===== config.mk =====
export PLATFORM = sky130hd
export DESIGN_NAME = mesh_term_rx
export DESIGN_NICKNAME = d
export VERILOG_FILES = /design/src/rtl/mesh_term_rx.sv
export SDC_FILE = /design/constraint.sdc
export NUM_CORES = 1
export LEC_CHECK = 0
export CORE_UTILIZATION = 48
export DETAILED_ROUTE_END_ITERATION = 8
export PLACE_DENSITY = 0.72
export SLEW_MARGIN = 5
export SYNTH_ARGS = -nofsm -noshare
export SYNTH_HDL_FRONTEND = slang
export SYNTH_SLANG_ARGS = --single-unit

===== constraint.sdc =====
create_clock -name clk -period 3.66 [get_ports clk]
set_input_delay 0.732 -clock clk [delete_from_list [all_inputs] [get_ports clk]]
set_output_delay 0.732 -clock clk [all_outputs]
set_load 0.02 [all_outputs]

===== src/rtl/mesh_term_rx.sv =====
// rtl/mesh_term_rx.sv - mesh terminal receive endpoint: router drain, address filter, local FIFO
module mesh_term_rx #(
   parameter int pckg_sz    = 40,
   parameter int fifo_depth = 4,
   parameter int ROWS       = 4,
   parameter int COLUMS     = 4,
   parameter int SELF_ROW   = 0,
   parameter int SELF_COL   = 1
) (
   input  logic               clk,
   input  logic               reset,
   input  logic               pndng,
   input  logic [pckg_sz-1:0] data_out,
   output logic               pop,
   output logic               rx_valid,
   output logic [pckg_sz-1:0] rx_data,
   input  logic               rx_ready,
   output logic               misroute,
   output logic [15:0]        pkt_cnt,
   output logic [15:0]        err_cnt,
   output logic               fifo_full
);

   localparam int AW = $clog2(fifo_depth);
   localparam int CW = AW + 1;

   typedef enum logic [1:0] {IDLE, POP, SETTLE} state_t;

   state_t state, next_state;

   logic [pckg_sz-1:0] mem [fifo_depth];
   logic [AW-1:0]      wr_ptr, rd_ptr;
   logic [CW-1:0]      count, count_next;

   logic [3:0] id_row, id_col;
   logic       bcast, hit, wr_en, rd_en, miss;
   logic       unused_bits;

   assign id_row = data_out[pckg_sz-9 -: 4];
   assign id_col = data_out[pckg_sz-13 -: 4];
   assign bcast  = (id_row == 4'hF) && (id_col == 4'hF);
   assign hit    = ((id_row == 4'(SELF_ROW)) && (id_col == 4'(SELF_COL))) || bcast;

   // Routing fields other than the address are not inspected here.
   assign unused_bits = &{1'b0, data_out[pckg_sz-1 -: 8], data_out[pckg_sz-17:0],
                          (ROWS > 0), (COLUMS > 0)};

   // data_out is consumed at the end of the POP cycle, while pop is still asserted.
   assign wr_en    = (state == POP) && hit;
   assign miss     = (state == POP) && !hit;
   assign rx_valid = (count != '0);
   assign rd_en    = rx_valid && rx_ready;
   assign rx_data  = rx_valid ? mem[rd_ptr] : '0;

   // Next-state: only IDLE looks at pndng and FIFO space, so one packet at most is in flight.
   always_comb begin
      next_state = state;
      case (state)
         IDLE:    if (pndng && (count < CW'(fifo_depth))) next_state = POP;
         POP:     next_state = SETTLE;
         SETTLE:  next_state = IDLE;
         default: next_state = IDLE;
      endcase
   end

   // FIFO occupancy after this cycle's write and read.
   always_comb begin
      count_next = count;
      if (wr_en && !rd_en)
         count_next = count + CW'(1);
      else if (rd_en && !wr_en)
         count_next = count - CW'(1);
   end

   // State register; pop is registered from the next state so it is glitch-free.
   always_ff @(posedge clk) begin
      if (!reset) begin
         state <= IDLE;
         pop   <= 1'b0;
      end else begin
         state <= next_state;
         pop   <= (next_state == POP);
      end
   end

   // FIFO pointers, occupancy, status flags and saturating counters.
   always_ff @(posedge clk) begin
      if (!reset) begin
         wr_ptr    <= '0;
         rd_ptr    <= '0;
         count     <= '0;
         fifo_full <= 1'b0;
         misroute  <= 1'b0;
         pkt_cnt   <= '0;
         err_cnt   <= '0;
      end else begin
         if (wr_en) wr_ptr <= wr_ptr + AW'(1);
         if (rd_en) rd_ptr <= rd_ptr + AW'(1);
         count     <= count_next;
         fifo_full <= (count_next == CW'(fifo_depth));
         misroute  <= miss;
         if (wr_en && (pkt_cnt != 16'hFFFF)) pkt_cnt <= pkt_cnt + 16'd1;
         if (miss && (err_cnt != 16'hFFFF))  err_cnt <= err_cnt + 16'd1;
      end
   end

   // Storage array; contents are masked by rx_valid so it needs no reset.
   always_ff @(posedge clk) begin
      if (wr_en) mem[wr_ptr] <= data_out;
   end

endmodule

# Word-level counts from Yosys, hierarchy flattened
# Memory sizes are Yosys's and may differ from the RTL's. A register that Yosys moved wholly into a read port is not among the register bits.
# Index checks and enable logic that the tools add are counted.
# totals
mem_bits_ro	0
memories	1
output_inout_bits	76
in_bits	44
mem_bits_rw	160
register_bits	44
latchBits	0
# op_classes
n_mul	0
n_lt_le_gt_ge	1
muxes	9
n_addsub	6
n_shift	0
n_eq_ne	8
n_bitwise	0
div_mod_pow	0
reduce_logical	17
# memory_table
name	words	width	read_ports	rd_clocked_by_memory_dff	write_ports	line	text
mem	4	40	1	1	1	31	logic [pckg_sz-1:0] mem [fifo_depth];
# op_table
op	count
$mux 40	1
$add 16x1->16 const B	2
$ne 16x16->1 const B	2
$logic_and 1x1->1	10
$eq 4x4->1 const B	2
$mux 2	3
$mux 3	2
$add 2x1->2 const B	2
$eq 2x1->1 const B	2
$eq 4x1->1 const B	1
$logic_not 4->1	1
$pmux 2 s2	1
$add 3x1->3 const B	1
$eq 3x3->1 const B	1
$logic_not 1->1	3
$lt 3x3->1 const B	1
$reduce_bool 3->1	1
$sub 3x1->3 const B	1
$logic_not 2->1	1
$mux 1	2
$logic_or 1x1->1	1

# Longest topological paths before layout
# logic_depth
depth_word	9
mapped_depth	8
mapped_depth_nobuf	7

# Least setup slack after synthesis
# OpenSTA, ideal clock, no wires.
# synth_timing
path_kind	input-to-reg
startpoint	in data_out[25]
endpoint	mem mem[1][0], enable pin
setup_ns	0.401
path_slack_ns	0.532
required_ns	3.259
n_path_buf	1
path_stages	5
arrival_ns	2.726
cell_sequence	nor4b_1 -> nand2_1 -> a21oi_1 -> clkbuf_1 -> and2_1
# synth_via
elab_chain_len	6
elab_cells_between_ends	8
classes_between	2 x eq/ne; 2 x mux; 4 x reduce/logical
# synth_lines
item	line	text
start: declaration	13	input logic [pckg_sz-1:0] data_out,
$eq 4x1->1 or $eq 4x4->1 (tied branches)	42, 41	
$logic_and 1x1->1, on equally long branches	42, 41	
$logic_or 1x1->1 *	42	assign hit = ((id_row == 4'(SELF_ROW)) && (id_col == 4'(SELF_COL))) || bcast;
$logic_and 1x1->1 *	49	assign wr_en = (state == POP) && hit;
$mux 1 *	109	if (wr_en) mem[wr_ptr] <= data_out;
$mux 1 (not written as such) *	109	
end: declaration	31	
# Every way passes the cells marked *; elsewhere a longest branch is shown, timed or not.

==> impl_metrics.csv <==
group,metric,value,unit
cells_and_area,syn_to_final_growth,26.1,%
cells_and_area,design_area,10600,um2
logic_synthesis,ys_types,50,
cells_and_area,multi_input_area,2550,um2
cells_and_area,nFillCells,1272,
timing,fin_crit_sh,90.5,%
pwr,total_power,6.66,mW
cells_and_area,layout-drive-gt1-share,14.2,%
detailed_routing,drc_errors,0,
clock_network,cts_buffer_depth,3,
cells_and_area,fin_nets,722,
clock_network,cts_setup_buffers,0,
logic_synthesis,synth_enable_flop_cells,160,
clock_network,ctsResizeCount,0,
setup_path,arrival,2.58,ns
grt,grt_busiest_layer,"met2",
logic_synthesis,synth_flop_cell,"edfxtp_1",
logic_synthesis,synthArstFlopShare,0,%
clock_network,cts.sinks,206,
run,maxCapViolCount,0,
hold_path,hold_path_class,"reg2reg",
timing,worstMarginPinSlew,0.809,ns
clock_network,clock_latency,0.48,ns
floorplan,die_x,135,um
placed_design,port_buffers,119,
outcome,outcome,"complete, no violations",
setup_path,required,2.93,ns
setup_path,cp-start-kind,"flip-flop",
timing,finalSetupViolations,0,
detailed_routing,via_count,5124,
detailed_routing,wl_per_cell,18.9,um
clock_network,cts_made_buffers,21,
logic_synthesis,synth_fp_nets,600,
floorplan,initial_core_util,48.9,%
logic_synthesis,ys_top_cells_by_count,"160 x edfxtp_1, 48 x and2_1, 46 x dfxtp_1, 40 x mux4_2, 31 x a21oi_1",
setup_path,path_class,"reg2out",
logic_synthesis,avgSynthCellArea,15.4,um2
grt,use_met1,24.6,%
pwr,pwr_density_cell,626,nW/um2
grt,grt_pass1_vias,5248,
timing,max_freq,302,MHz
floorplan,rows,48,
timing,period_minus_slack,3.31,ns
cells_and_area,fin_util,61.7,%
grt,grt_overflow_total,0,
timing,max_slew_margin,45.7,%
timing,fin_skew,0.00777,ns
grt,use_met2,34.0,%
logic_synthesis,synth_largest_area_cell,"edfxtp_1",
pwr,ir_drop,409,uV
detailed_routing,drt-initial-drc-count,336,
floorplan,ios,120,
clock_network,hold_buffers,0,
logic_synthesis,yosys_warnings,0,
grt,grtUsageTotal,19.3,%
logic_synthesis,synth_top_area_share,57.0,%
clock_network,clk_pin_slew_worst_paths,0.06,ns
detailed_routing,viasPerCell,5.64,
cells_and_area,ff_latch_area,5730,um2
grt,grt_util_met3,2.70,%
timing,slew_violations,0,
placed_design,dp_hpwl,10900,um
floorplan,core,17200,um2
timing,hold_viol,0,
timing,rsz0062_at_grt,"false",
logic_synthesis,ys_ff_latch,206,
placed_design,gp_congestion,0.811,
grt,grt_max_degree,42,
logic_synthesis,post-synth-top-count-cell,"edfxtp_1",
floorplan,dieArea,18100,um2
detailed_routing,antenna_left,0,
logic_synthesis,synthCells,547,
setup_path,critical_path_peak_fanout,29,
timing,finalSetupTns,0,ns
grt,grt_antenna_before_repair,1,
setup_path,end_kind,"primary output",
placed_design,place_area,9940,um2
clock_network,tritoncts,"yes",
logic_synthesis,netlist_top_cells_area,"edfxtp_1 57%, dfxtp_1 11%, mux4_2 11%",
clock_network,cts-root-buf,"clkbuf_16",
pwr,power_leakage,3.34,nW
detailed_routing,wl,17100,um
timing,hold_slack,0.463,ns
grt,grt_pass1_wl,27000,um
detailed_routing,drt-pass1-iter-count,5,
logic_synthesis,yosysSeqAreaShare,67.9,%
logic_synthesis,netlist_area,8440,um2
floorplan,die_height,135,um
clock_network,htreeDepth,1,
-- path summary, 6_finish.rpt --
kind	slack, ns	cells past startpoint	from	to
worst max-delay path	0.35	4	flip-flop	rx_data[4]
worst min-delay path	0.46	1	state[1]$_SDFF_PN0_	pop$_SDFF_PN0_
worst min register to register	0.46	1	state[1]$_SDFF_PN0_	pop$_SDFF_PN0_
worst max register to register	1.22	5	pkt_cnt[2]$_SDFFE_PN0P_	pkt_cnt[5]$_SDFFE_PN0P_
-- cells by family after synthesis --
kind of cell,count (synthesis),synth area share (%)
DFF,206,67.9
and+or+nand+nor,169,11.7
AOI/OAI and AO/OA,74,5.34
muxes,44,11.2
buffers and inverters,40,1.91
adders and majority gates,10,1.45
xor gates and xnor gates,4,0.579
-- per-stage QoR --
stage                     worst slack, ns  std cells
final                               0.349        909
after global placement              0.454        871
after floorplan                     0.532        547
after global routing                0.188        909
after detailed placement            0.385        871
after CTS                           0.265        908
-- where the power goes --
group / total, mW / leakage [nW] / switching [mW] / internal, mW
Combinational: 1.91 / 1.19 / 0.945 / 0.970
Sequential: 2.61 / 1.81 / 0.0469 / 2.56
Clock: 2.14 / 0.341 / 0.833 / 1.30
-- registers in the layout (all words and copies together) (netlist names), named ones only --
register	count
pkt_cnt	16
err_cnt	16
pop	1
count	3
wr_ptr	2
mem	160
state	2
fifo_full	1
rd_ptr	2
misroute	1
-- final cells by class --
class                           instances  area share [%]
Tap cell                              225            2.65
Sequential cell                       206            53.9
Multi-Input combinational cell        301            24.0
Inverter                                8           0.282
Antenna cell                            1          0.0235
Clock buffer                           25            5.27
Timing Repair Buffer                  131            12.6
Clock inverter                         12            1.26
-- worst max-delay path, stage by stage (launching register included) --
cell,delay (ns)
dfxtp_2,0.32
buf_4,0.46
mux4_2,0.58
and2_1,0.18
clkdlybuf4s50_1,0.54
-- placed cells by master, fill, tap and decap left out, types with 5 or more instances in the layout --
| cell type | n |
|---|---|
| edfxtp_1 | 160 |
| clkdlybuf4s50_1 | 119 |
| and2_1 | 44 |
| dfxtp_1 | 44 |
| mux4_2 | 40 |
| a21oi_1 | 31 |
| nand2_1 | 28 |
| clkbuf_16 | 21 |
| o31ai_1 | 19 |
| or4_1 | 17 |
| nor2_1 | 14 |
| o21ai_0 | 13 |
| nand3_1 | 12 |
| ha_1 | 9 |
| inv_1 | 8 |
| nor3_1 | 8 |
| nand4_1 | 7 |
| buf_4 | 7 |
| nand2b_1 | 6 |
| nor4_1 | 5 |
| or3_1 | 5 |
| buf_12 | 5 |
-- metal layers --
layer | vias up | share of wire (%)
met5 | - | 0
met4 | 0 | 2.1
met3 | 30 | 5.4
met2 | 179 | 51
met1 | 2523 | 41
li1 | 2392 | -
(Power assumes the default switching activity.)
